<file path="config.mk">
export PLATFORM = sky130hd
export DESIGN_NAME = write_back_flat
export DESIGN_NICKNAME = d
export VERILOG_FILES = /design/src/rtl/write_back_pkg.sv /design/src/rtl/write_back_if.sv /design/src/rtl/write_back_load_ext.sv /design/src/rtl/write_back.sv /design/src/flat_wrapper.sv
export SDC_FILE = /design/constraint.sdc
export NUM_CORES = 1
export LEC_CHECK = 0
export BUFFER_PORTS_ARGS = -buffer_cell sky130_fd_sc_hd__buf_2
export CORE_MARGIN = 2
export CORE_UTILIZATION = 40
export CTS_CLUSTER_DIAMETER = 50
export DETAILED_ROUTE_END_ITERATION = 7
export GPL_TIMING_DRIVEN = 0
export PLACE_DENSITY = 0.71
export REMOVE_ABC_BUFFERS = 1
export SLEW_MARGIN = 10
export SYNTH_ARGS = -nofsm -noshare
export SYNTH_HDL_FRONTEND = slang
export SYNTH_SLANG_ARGS = --single-unit
</file>
<file path="constraint.sdc">
create_clock -name clk -period 18.91 [get_ports clk]
set_input_delay 2.8365 -clock clk [delete_from_list [all_inputs] [get_ports clk]]
set_output_delay 2.8365 -clock clk [all_outputs]
set_load 0.02 [all_outputs]
</file>
<file path="src/rtl/write_back_pkg.sv">
// Shared pipeline definitions for the write-back stage: CSR write selectors,
// load funct3 codes, FSM states and the registered write-port bundle.
package write_back_pkg;

  localparam int XLEN   = 32;
  localparam int REG_AW = 5;
  localparam int CSR_AW = 12;

  typedef enum logic [2:0] {
    CSR_NONE  = 3'd0,
    CSR_ECALL = 3'd1,
    CSR_CSRRS = 3'd2,
    CSR_CSRRW = 3'd3
  } csr_sel_e;

  localparam logic [2:0] F3_LB  = 3'd0;
  localparam logic [2:0] F3_LH  = 3'd1;
  localparam logic [2:0] F3_LW  = 3'd2;
  localparam logic [2:0] F3_LBU = 3'd4;
  localparam logic [2:0] F3_LHU = 3'd5;

  typedef enum logic {
    ST_IDLE      = 1'b0,
    ST_LOAD_WAIT = 1'b1
  } wb_state_e;

  // What a pending load needs to remember while the data memory answers.
  typedef struct packed {
    logic [REG_AW-1:0] rd;
    logic [XLEN-1:0]   pc;
    logic [2:0]        fmt;
    logic [1:0]        addr_lo;
  } load_ctx_t;

  typedef struct packed {
    logic              reg_wen;
    logic [REG_AW-1:0] rd;
    logic [XLEN-1:0]   vald;
    logic [2:0]        csr_sel;
    logic [CSR_AW-1:0] csr_rd;
    logic [XLEN-1:0]   pc;
  } wb_port_t;

endpackage

</file>
<file path="src/rtl/write_back_if.sv">
// Memory-stage to write-back bundle: instruction handshake, load response,
// register/CSR write port and retire status.
interface write_back_if;
  import write_back_pkg::*;

  logic              mem_i_valid;
  logic              wb_o_ready;
  logic [XLEN-1:0]   mem_i_pc;
  logic              mem_i_reg_wen;
  logic [REG_AW-1:0] mem_i_rd;
  logic [XLEN-1:0]   mem_i_result;
  logic              mem_i_is_load;
  logic [2:0]        mem_i_load_fmt;
  logic [1:0]        mem_i_addr_lo;
  logic [2:0]        mem_i_csr_sel;
  logic [CSR_AW-1:0] mem_i_csr_rd;

  logic              dmem_i_rvalid;
  logic [XLEN-1:0]   dmem_i_rdata;

  logic              write_back_o_wb_reg_wen;
  logic [REG_AW-1:0] write_back_o_wb_rd;
  logic [XLEN-1:0]   write_back_o_wb_valD;
  logic [2:0]        write_back_o_wb_csr_sel;
  logic [CSR_AW-1:0] write_back_o_wb_csr_rd;
  logic [XLEN-1:0]   regW_o_pc;

  logic              write_back_o_commit;
  logic [63:0]       write_back_o_instret;
  logic              write_back_o_load_timeout;

  modport slave (
    input  mem_i_valid, mem_i_pc, mem_i_reg_wen, mem_i_rd, mem_i_result,
           mem_i_is_load, mem_i_load_fmt, mem_i_addr_lo, mem_i_csr_sel,
           mem_i_csr_rd, dmem_i_rvalid, dmem_i_rdata,
    output wb_o_ready, write_back_o_wb_reg_wen, write_back_o_wb_rd,
           write_back_o_wb_valD, write_back_o_wb_csr_sel, write_back_o_wb_csr_rd,
           regW_o_pc, write_back_o_commit, write_back_o_instret,
           write_back_o_load_timeout
  );

  modport master (
    output mem_i_valid, mem_i_pc, mem_i_reg_wen, mem_i_rd, mem_i_result,
           mem_i_is_load, mem_i_load_fmt, mem_i_addr_lo, mem_i_csr_sel,
           mem_i_csr_rd, dmem_i_rvalid, dmem_i_rdata,
    input  wb_o_ready, write_back_o_wb_reg_wen, write_back_o_wb_rd,
           write_back_o_wb_valD, write_back_o_wb_csr_sel, write_back_o_wb_csr_rd,
           regW_o_pc, write_back_o_commit, write_back_o_instret,
           write_back_o_load_timeout
  );

endinterface

</file>
<file path="src/rtl/write_back_load_ext.sv">
// Load data alignment and sign/zero extension for lb/lbu/lh/lhu/lw.
module load_ext
  import write_back_pkg::*;
(
  input  logic [2:0]      fmt,
  input  logic [1:0]      addr_lo,
  input  logic [XLEN-1:0] rdata,
  output logic [XLEN-1:0] value
);

  logic [7:0]  byte_lane [4];
  logic [15:0] half_lane [2];
  logic [7:0]  sel_byte;
  logic [15:0] sel_half;

  generate
    for (genvar gi = 0; gi < 4; gi++) begin : g_byte
      assign byte_lane[gi] = rdata[8*gi +: 8];
    end
    for (genvar gi = 0; gi < 2; gi++) begin : g_half
      assign half_lane[gi] = rdata[16*gi +: 16];
    end
  endgenerate

  // Halfword lane picks on addr_lo[1] only; misaligned low bit is ignored.
  assign sel_byte = byte_lane[addr_lo];
  assign sel_half = half_lane[addr_lo[1]];

  always_comb begin
    value = rdata;
    case (fmt)
      F3_LB:   value = {{24{sel_byte[7]}}, sel_byte};
      F3_LBU:  value = {24'd0, sel_byte};
      F3_LH:   value = {{16{sel_half[15]}}, sel_half};
      F3_LHU:  value = {16'd0, sel_half};
      default: value = rdata;
    endcase
  end

endmodule

</file>
<file path="src/rtl/write_back.sv">
// Final pipeline stage: registers ALU/CSR results or waits for load data,
// drives the regfile/CSR write port for one cycle per retired instruction.
module write_back
  import write_back_pkg::*;
#(
  parameter int LOAD_TIMEOUT = 255
)(
  input  logic         clk,
  input  logic         rst,
  write_back_if.slave  bus
);

  localparam int CNT_W = (LOAD_TIMEOUT > 1) ? $clog2(LOAD_TIMEOUT) : 1;
  localparam logic [CNT_W-1:0] CNT_LAST = CNT_W'(LOAD_TIMEOUT - 1);

  wb_state_e        state_reg, state_next;
  logic [CNT_W-1:0] cnt_reg, cnt_next;
  load_ctx_t        ctx_reg, ctx_next;
  wb_port_t         port_reg, port_next;
  logic             commit_reg, commit_next;
  logic [63:0]      instret_reg, instret_next;
  logic             timeout_reg, timeout_next;
  logic [XLEN-1:0]  load_val;

  load_ext u_load_ext (
    .fmt     (ctx_reg.fmt),
    .addr_lo (ctx_reg.addr_lo),
    .rdata   (bus.dmem_i_rdata),
    .value   (load_val)
  );

  always_comb begin
    state_next        = state_reg;
    cnt_next          = cnt_reg;
    ctx_next          = ctx_reg;
    port_next         = port_reg;
    port_next.reg_wen = 1'b0;
    port_next.csr_sel = CSR_NONE;
    commit_next       = 1'b0;
    timeout_next      = timeout_reg;

    case (state_reg)
      ST_IDLE: begin
        // A load response seen here is stale and deliberately ignored.
        if (bus.mem_i_valid) begin
          if (bus.mem_i_is_load) begin
            ctx_next.rd      = bus.mem_i_rd;
            ctx_next.pc      = bus.mem_i_pc;
            ctx_next.fmt     = bus.mem_i_load_fmt;
            ctx_next.addr_lo = bus.mem_i_addr_lo;
            cnt_next         = '0;
            state_next       = ST_LOAD_WAIT;
          end else begin
            port_next.reg_wen = bus.mem_i_reg_wen & (bus.mem_i_rd != '0);
            port_next.rd      = bus.mem_i_rd;
            port_next.vald    = bus.mem_i_result;
            port_next.csr_sel = bus.mem_i_csr_sel;
            port_next.csr_rd  = bus.mem_i_csr_rd;
            port_next.pc      = bus.mem_i_pc;
            commit_next       = 1'b1;
          end
        end
      end

      ST_LOAD_WAIT: begin
        // Data arriving on the last allowed cycle still wins over the timeout.
        if (bus.dmem_i_rvalid) begin
          port_next.reg_wen = (ctx_reg.rd != '0);
          port_next.rd      = ctx_reg.rd;
          port_next.vald    = load_val;
          port_next.pc      = ctx_reg.pc;
          commit_next       = 1'b1;
          state_next        = ST_IDLE;
        end else if (cnt_reg == CNT_LAST) begin
          timeout_next = 1'b1;
          state_next   = ST_IDLE;
        end else begin
          cnt_next = cnt_reg + 1'b1;
        end
      end

      default: state_next = ST_IDLE;
    endcase

    instret_next = instret_reg + {63'd0, commit_next};
  end

  always_ff @(posedge clk or posedge rst) begin
    if (rst) begin
      state_reg   <= ST_IDLE;
      cnt_reg     <= '0;
      ctx_reg     <= '0;
      port_reg    <= '0;
      commit_reg  <= 1'b0;
      instret_reg <= '0;
      timeout_reg <= 1'b0;
    end else begin
      state_reg   <= state_next;
      cnt_reg     <= cnt_next;
      ctx_reg     <= ctx_next;
      port_reg    <= port_next;
      commit_reg  <= commit_next;
      instret_reg <= instret_next;
      timeout_reg <= timeout_next;
    end
  end

  assign bus.wb_o_ready                = (state_reg == ST_IDLE);
  assign bus.write_back_o_wb_reg_wen   = port_reg.reg_wen;
  assign bus.write_back_o_wb_rd        = port_reg.rd;
  assign bus.write_back_o_wb_valD      = port_reg.vald;
  assign bus.write_back_o_wb_csr_sel   = port_reg.csr_sel;
  assign bus.write_back_o_wb_csr_rd    = port_reg.csr_rd;
  assign bus.regW_o_pc                 = port_reg.pc;
  assign bus.write_back_o_commit       = commit_reg;
  assign bus.write_back_o_instret      = instret_reg;
  assign bus.write_back_o_load_timeout = timeout_reg;

endmodule
</file>
<file path="src/flat_wrapper.sv">
// flat-port wrapper written by rule: the top's interface ports become plain ports
module write_back_flat import write_back_pkg::*;
#(
  parameter int LOAD_TIMEOUT = 255
)
  (clk, rst, bus_mem_i_valid, bus_mem_i_pc, bus_mem_i_reg_wen, bus_mem_i_rd, bus_mem_i_result, bus_mem_i_is_load, bus_mem_i_load_fmt, bus_mem_i_addr_lo, bus_mem_i_csr_sel, bus_mem_i_csr_rd, bus_dmem_i_rvalid, bus_dmem_i_rdata, bus_wb_o_ready, bus_write_back_o_wb_reg_wen, bus_write_back_o_wb_rd, bus_write_back_o_wb_valD, bus_write_back_o_wb_csr_sel, bus_write_back_o_wb_csr_rd, bus_regW_o_pc, bus_write_back_o_commit, bus_write_back_o_instret, bus_write_back_o_load_timeout);
  write_back_if bus_i ();
  input  logic clk;
  input  logic rst;
  input wire logic [$bits(bus_i.mem_i_valid)-1:0] bus_mem_i_valid;
  input wire logic [$bits(bus_i.mem_i_pc)-1:0] bus_mem_i_pc;
  input wire logic [$bits(bus_i.mem_i_reg_wen)-1:0] bus_mem_i_reg_wen;
  input wire logic [$bits(bus_i.mem_i_rd)-1:0] bus_mem_i_rd;
  input wire logic [$bits(bus_i.mem_i_result)-1:0] bus_mem_i_result;
  input wire logic [$bits(bus_i.mem_i_is_load)-1:0] bus_mem_i_is_load;
  input wire logic [$bits(bus_i.mem_i_load_fmt)-1:0] bus_mem_i_load_fmt;
  input wire logic [$bits(bus_i.mem_i_addr_lo)-1:0] bus_mem_i_addr_lo;
  input wire logic [$bits(bus_i.mem_i_csr_sel)-1:0] bus_mem_i_csr_sel;
  input wire logic [$bits(bus_i.mem_i_csr_rd)-1:0] bus_mem_i_csr_rd;
  input wire logic [$bits(bus_i.dmem_i_rvalid)-1:0] bus_dmem_i_rvalid;
  input wire logic [$bits(bus_i.dmem_i_rdata)-1:0] bus_dmem_i_rdata;
  output wire logic [$bits(bus_i.wb_o_ready)-1:0] bus_wb_o_ready;
  output wire logic [$bits(bus_i.write_back_o_wb_reg_wen)-1:0] bus_write_back_o_wb_reg_wen;
  output wire logic [$bits(bus_i.write_back_o_wb_rd)-1:0] bus_write_back_o_wb_rd;
  output wire logic [$bits(bus_i.write_back_o_wb_valD)-1:0] bus_write_back_o_wb_valD;
  output wire logic [$bits(bus_i.write_back_o_wb_csr_sel)-1:0] bus_write_back_o_wb_csr_sel;
  output wire logic [$bits(bus_i.write_back_o_wb_csr_rd)-1:0] bus_write_back_o_wb_csr_rd;
  output wire logic [$bits(bus_i.regW_o_pc)-1:0] bus_regW_o_pc;
  output wire logic [$bits(bus_i.write_back_o_commit)-1:0] bus_write_back_o_commit;
  output wire logic [$bits(bus_i.write_back_o_instret)-1:0] bus_write_back_o_instret;
  output wire logic [$bits(bus_i.write_back_o_load_timeout)-1:0] bus_write_back_o_load_timeout;
  assign bus_i.mem_i_valid = bus_mem_i_valid;
  assign bus_i.mem_i_pc = bus_mem_i_pc;
  assign bus_i.mem_i_reg_wen = bus_mem_i_reg_wen;
  assign bus_i.mem_i_rd = bus_mem_i_rd;
  assign bus_i.mem_i_result = bus_mem_i_result;
  assign bus_i.mem_i_is_load = bus_mem_i_is_load;
  assign bus_i.mem_i_load_fmt = bus_mem_i_load_fmt;
  assign bus_i.mem_i_addr_lo = bus_mem_i_addr_lo;
  assign bus_i.mem_i_csr_sel = bus_mem_i_csr_sel;
  assign bus_i.mem_i_csr_rd = bus_mem_i_csr_rd;
  assign bus_i.dmem_i_rvalid = bus_dmem_i_rvalid;
  assign bus_i.dmem_i_rdata = bus_dmem_i_rdata;
  assign bus_wb_o_ready = bus_i.wb_o_ready;
  assign bus_write_back_o_wb_reg_wen = bus_i.write_back_o_wb_reg_wen;
  assign bus_write_back_o_wb_rd = bus_i.write_back_o_wb_rd;
  assign bus_write_back_o_wb_valD = bus_i.write_back_o_wb_valD;
  assign bus_write_back_o_wb_csr_sel = bus_i.write_back_o_wb_csr_sel;
  assign bus_write_back_o_wb_csr_rd = bus_i.write_back_o_wb_csr_rd;
  assign bus_regW_o_pc = bus_i.regW_o_pc;
  assign bus_write_back_o_commit = bus_i.write_back_o_commit;
  assign bus_write_back_o_instret = bus_i.write_back_o_instret;
  assign bus_write_back_o_load_timeout = bus_i.write_back_o_load_timeout;
  write_back #(.LOAD_TIMEOUT(LOAD_TIMEOUT)) u_core (.clk(clk), .rst(rst), .bus(bus_i));
endmodule
</file>
==> results.md, run 1 <==
- Status: finished, final reports clean
- Syn. warnings: 0
- Drt wl/cell: 17.1 um
- Clk Latency, worst-skew pair: between 500 and 600 ps
- Sink Count: ~200
- RSZ-0062 raised after global routing: false
- Top post-synthesis cells by area: dfrtp_1 56%, nand2_1 9.9%, nand3_1 3.4%
- TritonCTS clock tree: done
- Via count: 8013
- Fin. max-slew vios: 0
- Type of origin of the critical path: primary input
- Area Growth Syn to Fin: 29.8%
- Pin count of the biggest net entering global routing: 109
- CORE AREA: between 20000 and 25000 um^2
- # setup viols final: 0
- Root buf cell: clkbuf_16
- Cells after DPL: about 1500
- R2r setup slk: between 15000 and 20000 ps
- Die Ht: around 150 um
- Leak: 6.13 nW
- Crit. End Element: flip-flop
- Internal power: slightly above 0.0009 W
- Initial antenna violation count: 1
- Syn Std Cell Area: 9100 um^2
- Number of synthesized register bits: about 200
- FF-to-FF Start: u_core.state_reg
- Sequential element share of the synthesized area: between 50% and 60%
- Setup CP Type: in2reg
- Fin nets: around 1300
- R2R cell count: 10
- Crit path launch: bus_mem_i_is_load
- DIE AREA: approximately 24000 um^2
- Fin worst setup slack: 13200 ps
- Max Clock Skew: approximately 14 ps
- DIE WIDTH: 155 um
- Initial Util: approximately two fifths
- Tcrit/Tclk final: just over 30%
- Syn avg cell area: about 9.7 um^2
- Hold WS: roughly 460 ps
- Post-CTS Hold Fix Bufs: 0
- Max-cap violation count: 0
- First-pass GRT wire length: between 40 and 50 mm
- PnR Total Power: roughly 0.0014 W
- Post-CTS Setup Bufs: 0
- Vias in the first global route: roughly 7800
- Maximum clock path buffer count: 3
- Critical R2R Capture: u_core.bus.write_back_o_instret[42]
- Min-Delay Path Class: reg2reg
- # diodes: 0
- HP Start: u_core.bus.write_back_o_load_timeout
- Worst Path Required: slightly below 20000 ps
- Total gr overflow: 0
- H-tree Lvls: 1
- Critical path endpoint: u_core.bus.write_back_o_instret[42]
- DP Worst Slack: ~13000 ps
- EDFF count, synth: 0
- VDD IR max: just under 0.00007 V
- Cell Rows: 55
- WL final: between 20 and 30 mm
- Arrival time at the worst endpoint: between 6000 and 7000 ps
- Gr usage total: a little over a fifth
- Ports: about 280
- Final hold viol count: 0
- DRC violations left: 0
- CTS Buf Count: 28
- Yosys cell types: 53
- Ys async rst share: 100%
- Sw Share: 32.0%
- Clock share of power: between 30% and 40%
- Max FO, Critical Path: 26
- Primary FF master, synth: dfrtp_1
- P per Cell Area: between 100 and 150 nW/um^2
- Via density: between 5 and 6
- Post-route setup TNS: 0 ps
- Resized Gates After CTS: 0
- Max Freq: around 180 MHz
- Post-route insts no fill: around 1500
- Detailed-placement wirelength estimate: between 15 and 20 mm
- IO Port Bufs: ~280
- Final ANT Viol Nets: 0
- Max FFs per register: between 60 and 70
- Area share of the largest cell type after synthesis: between 50% and 60%
- Switching power: 0.000435 W
- Commonest non-fill, non-tap cells in the layout: 278 x buf_2, 240 x nand2_1, 202 x dfrtp_1
- Combinational power share: between 20% and 30%
- Reg clk slew, reported paths: ~60 ps
- Relative slew slack: roughly 22%
- Cell taking the most area after synthesis: dfrtp_1
- Reg power frac: between 40% and 50%
- Drt initial violations: a little under 600
- Synth Instances: about 940
- Worst-Margin Slew: 1160 ps
- Pre-antenna DRT Iters: 5
- Commonest non-fill, non-tap cell in the layout: buf_2
- Gpl congestion: between 0.8 and 0.9
- Share of layout cells above drive strength 1: between 30% and 40%
- Clock period minus final worst setup slack: 5710 ps
[cells in the mapped netlist (10+ instances only)]
| cell | instances |
|---|---|
| nand2_1 | 241 |
| dfrtp_1 | 202 |
| nor2_1 | 79 |
| nand3_1 | 62 |
| clkbuf_1 | 42 |
| xor2_1 | 34 |
| xnor2_1 | 33 |
| a22oi_1 | 32 |
| o22ai_1 | 26 |
| o21ai_0 | 24 |
| inv_1 | 15 |
| a21oi_1 | 14 |
| nor3_1 | 12 |
| nand4_1 | 11 |
| and3_1 | 10 |
| o221ai_1 | 10 |
[metal layers]
metal | global-route usage [%] | wire length (um)
met5 | 0 | 13
met4 | 5.64 | 585
met3 | 5.94 | 2160
met2 | 33.5 | 11900
met1 | 28.5 | 11200
[logic make-up after synthesis]
| family | Yosys count | share of synthesized area (%) |
|---|---|---|
| buffers and inverters | 64 | 2.78 |
| muxes | 11 | 1.93 |
| xor gates and xnor gates | 67 | 6.45 |
| and+or+nand+nor | 466 | 23.9 |
| AOI/OAI and AO/OA | 121 | 8.83 |
| DFF | 202 | 55.6 |
| adders and majority gates | 4 | 0.550 |
[power by group through the flow]
stage	combinational, W	sequential (W)	clock (W)
finish	0.000288	0.000553	0.000518
global route	0.000317	0.000562	0.000547
CTS	0.000290	0.000553	0.000529
detailed placement	0.000290	0.000559	0
global placement	0.000280	0.000556	0
floorplan	0.000109	0.000616	0
[critical path, cell delays in order]
cell and delay, ps:
buf_2 130, nor3b_2 590, buf_6 230, nor2_4 60
inv_2 450, ha_1 300, ha_1 230, inv_1 90
nor2_1 290, nand4_1 440, nor3_1 330, xor2_1 180
[metrics by stage]
step / instance area (um^2) / utilization, %
final: 11800 / 52.5
after floorplan: 8900 / -
after global placement: 10700 / 47.3
after global routing: 11800 / 52.5
after detailed placement: 10900 / 48.3
after CTS: 11800 / 52.4
[worst min path at each step]
stage	cells after the start	to	slack, ps
after floorplan	2	u_core.ctx_reg[10]	450
after global placement	1	u_core.bus.write_back_o_load_timeout	440
after detailed placement	1	u_core.bus.write_back_o_load_timeout	440
after CTS	1	u_core.bus.write_back_o_load_timeout	460
after global routing	1	u_core.bus.write_back_o_load_timeout	460
final	1	u_core.bus.write_back_o_load_timeout	460
[final cells by class]
cell class / instances / area (um^2)
Multi-Input combinational cell: 669 / 3810
Inverter: 16 / 67.6
Sequential cell: 202 / 5050
Fill cell: 2074 / 10700
Tap cell: 285 / 357
Timing Repair Buffer: 290 / 1590
Clock inverter: 16 / 160
Clock buffer: 35 / 768
Note: power is estimated with default switching activity, not from simulation.
==> run 2: changes to the inputs <==
--- a/config.mk
+++ b/config.mk
@@ -11,7 +11,7 @@
 export CTS_CLUSTER_DIAMETER = 50
 export DETAILED_ROUTE_END_ITERATION = 7
 export GPL_TIMING_DRIVEN = 0
-export PLACE_DENSITY = 0.71
+export PLACE_DENSITY = 0.73
 export REMOVE_ABC_BUFFERS = 1
 export SLEW_MARGIN = 10
 export SYNTH_ARGS = -nofsm -noshare
==> constraint.sdc (replaced) <==
create_clock -name clk -period 4.9 [get_ports clk]
set_input_delay 0.735 -clock clk [delete_from_list [all_inputs] [get_ports clk]]
set_output_delay 0.735 -clock clk [all_outputs]
set_load 0.02 [all_outputs]
==> results.md, run 2 (same netlist as run 1, synthesis figures left out) <==
- Reg power frac: slightly above 40%
- # setup viols final: 0
- CTS Buf Count: 26
- Relative slew slack: between 10% and 20%
- Hold WS: roughly 310 ps
- Commonest non-fill, non-tap cells in the layout: 278 x buf_2, 240 x nand2_1, 202 x dfrtp_1
- Sink Count: just over 200
- Clk Latency, worst-skew pair: ~520 ps
- Internal power: approximately 0.0036 W
- Initial Util: 40.4%
- Max FO, Critical Path: 26
- VDD IR max: between 0.0002 and 0.00025 V
- IO Port Bufs: around 280
- Arrival time at the worst endpoint: between 4000 and 5000 ps
- # diodes: 0
- Filler Cells Inserted: between 2000 and 2500
- WL final: between 20 and 30 mm
- Max-cap violation count: 0
- Max Freq: between 200 and 300 MHz
- DRC violations left: 0
- First-pass GRT wire length: roughly 42 mm
- Leak: just over 6 nW
- Min-Delay Path Class: in2async
- Ports: approximately 280
- RSZ-0062 raised after global routing: false
- Worst-Margin Slew: ~1200 ps
- Pre-antenna DRT Iters: 5
- Resized Gates After CTS: 0
- CORE AREA: about 23000 um^2
- Status: finished, final reports clean
- Most frequent CP cell: ha_1
- Fin worst setup slack: 1070 ps
- DIE WIDTH: ~150 um
- Total gr overflow: 0
- Combinational power share: 21.4%
- Via density: 5.26
- Fin nets: about 1300
- Worst Path Required: between 5000 and 6000 ps
- Vias in the first global route: 7845
- Commonest non-fill, non-tap cell in the layout: buf_2
- Switching power: between 0.0015 and 0.002 W
- Via count: ~7900
- Root buf cell: clkbuf_16
- Max Clock Skew: about 15 ps
- Slowest stage delay, CP: between 600 and 700 ps
- Fin. max-slew vios: 0
- Gr usage total: roughly a fifth
- Drt wl/cell: around 17 um
- DIE AREA: 24000 um^2
- Post-CTS Setup Bufs: 0
- Slowest CP cell: nor3b_2
- PnR Total Power: around 0.0052 W
- Crit. End Element: flip-flop
- TritonCTS clock tree: done
- Die Ht: 155 um
- Share of layout cells above drive strength 1: 29.7%
- Tcrit/Tclk final: between 70% and 80%
- Sw Share: 31.4%
- P per Cell Area: between 400 and 500 nW/um^2
- Pin count of the biggest net entering global routing: between 100 and 150
- Setup CP Type: reg2reg
- Clock period minus final worst setup slack: around 3800 ps
- Maximum clock path buffer count: 3
- H-tree Lvls: 1
- Area Growth Syn to Fin: 29.3%
- Type of origin of the critical path: flip-flop
- Post-CTS Hold Fix Bufs: 0
- Final hold viol count: 0
- Drt initial violations: about 420
- Post-route setup TNS: 0 ps
- Cell Rows: between 50 and 60
- Cell Chain, Critical Path: nor3b_2 -> buf_6 -> nor2_4 -> inv_2 -> ha_1 -> ha_1 -> inv_1 -> nor2_1 -> nand4_1 -> nor3_1 -> xor2_1
- Initial antenna violation count: 2
- Final ANT Viol Nets: 0
- DP Worst Slack: roughly 580 ps
- Clock share of power: 37.3%
- Reg clk slew, reported paths: 60 ps
- Max FFs per register: 64
- Detailed-placement wirelength estimate: between 15 and 20 mm
- Gpl congestion: 0.834
==> run 2: area by class of cell <==
class | count | area, um^2 | area share, %
flip-flops and latches | 202 | 5050 | 43.0
multi-input cells | 669 | 3810 | 32.4
repair buffers | 291 | 1590 | 13.5
clock buffers | 36 | 739 | 6.29
well taps | 285 | 357 | 3.03
clock inverters | 10 | 145 | 1.23
inverters | 16 | 67.6 | 0.574
==> run 2: path summary, 6_finish.rpt <==
kind,start,endpoint,slack [ps],cells after the start
min in group clk,bus_mem_i_load_fmt[2],u_core.ctx_reg[4],410,3
worst min register to register,u_core.bus.write_back_o_load_timeout,u_core.bus.write_back_o_load_timeout,460,1
worst min-delay path,rst,u_core.bus.write_back_o_wb_csr_rd[5],310,2
max in group asynchronous,rst,u_core.bus.regW_o_pc[10],3620,3
worst max register to register,u_core.state_reg,u_core.bus.write_back_o_instret[42],1070,11
worst max-delay path,u_core.state_reg,u_core.bus.write_back_o_instret[42],1070,11
==> run 2: worst max-delay path: cells and delay by family (launching register included) <==
kind	cells	cell delay, ps
xor+xnor	1	180
fa+ha+maj	2	520
buf+inv	3	780
flops	1	460
simple gates	5	1800
==> run 2: power groups by stage <==
stage	clock, W	combinational (W)	sequential, W
floorplan	0	0.000419	0.00238
global placement	0	0.00108	0.00215
detailed placement	0	0.00112	0.00216
CTS	0.00197	0.00112	0.00213
global route	0.00204	0.00122	0.00217
finish	0.00193	0.00111	0.00214
==> run 2: routing by layer <==
layer	GRT usage (%)	vias to the layer above	part of all wire (%)
met5	0	-	0.10
met4	5.20	4	2.2
met3	5.60	45	8.2
met2	34.9	316	47
met1	28.6	3824	42
li1	-	3746	-
==> run 2: through the flow <==
stage,area (um^2),util [%],instances
after floorplan,8900,-,887
after global placement,10700,47.3,1450
after detailed placement,10900,48.3,1463
after CTS,11800,52.3,1509
after global routing,11800,52.3,1509
final,11800,52.3,1509
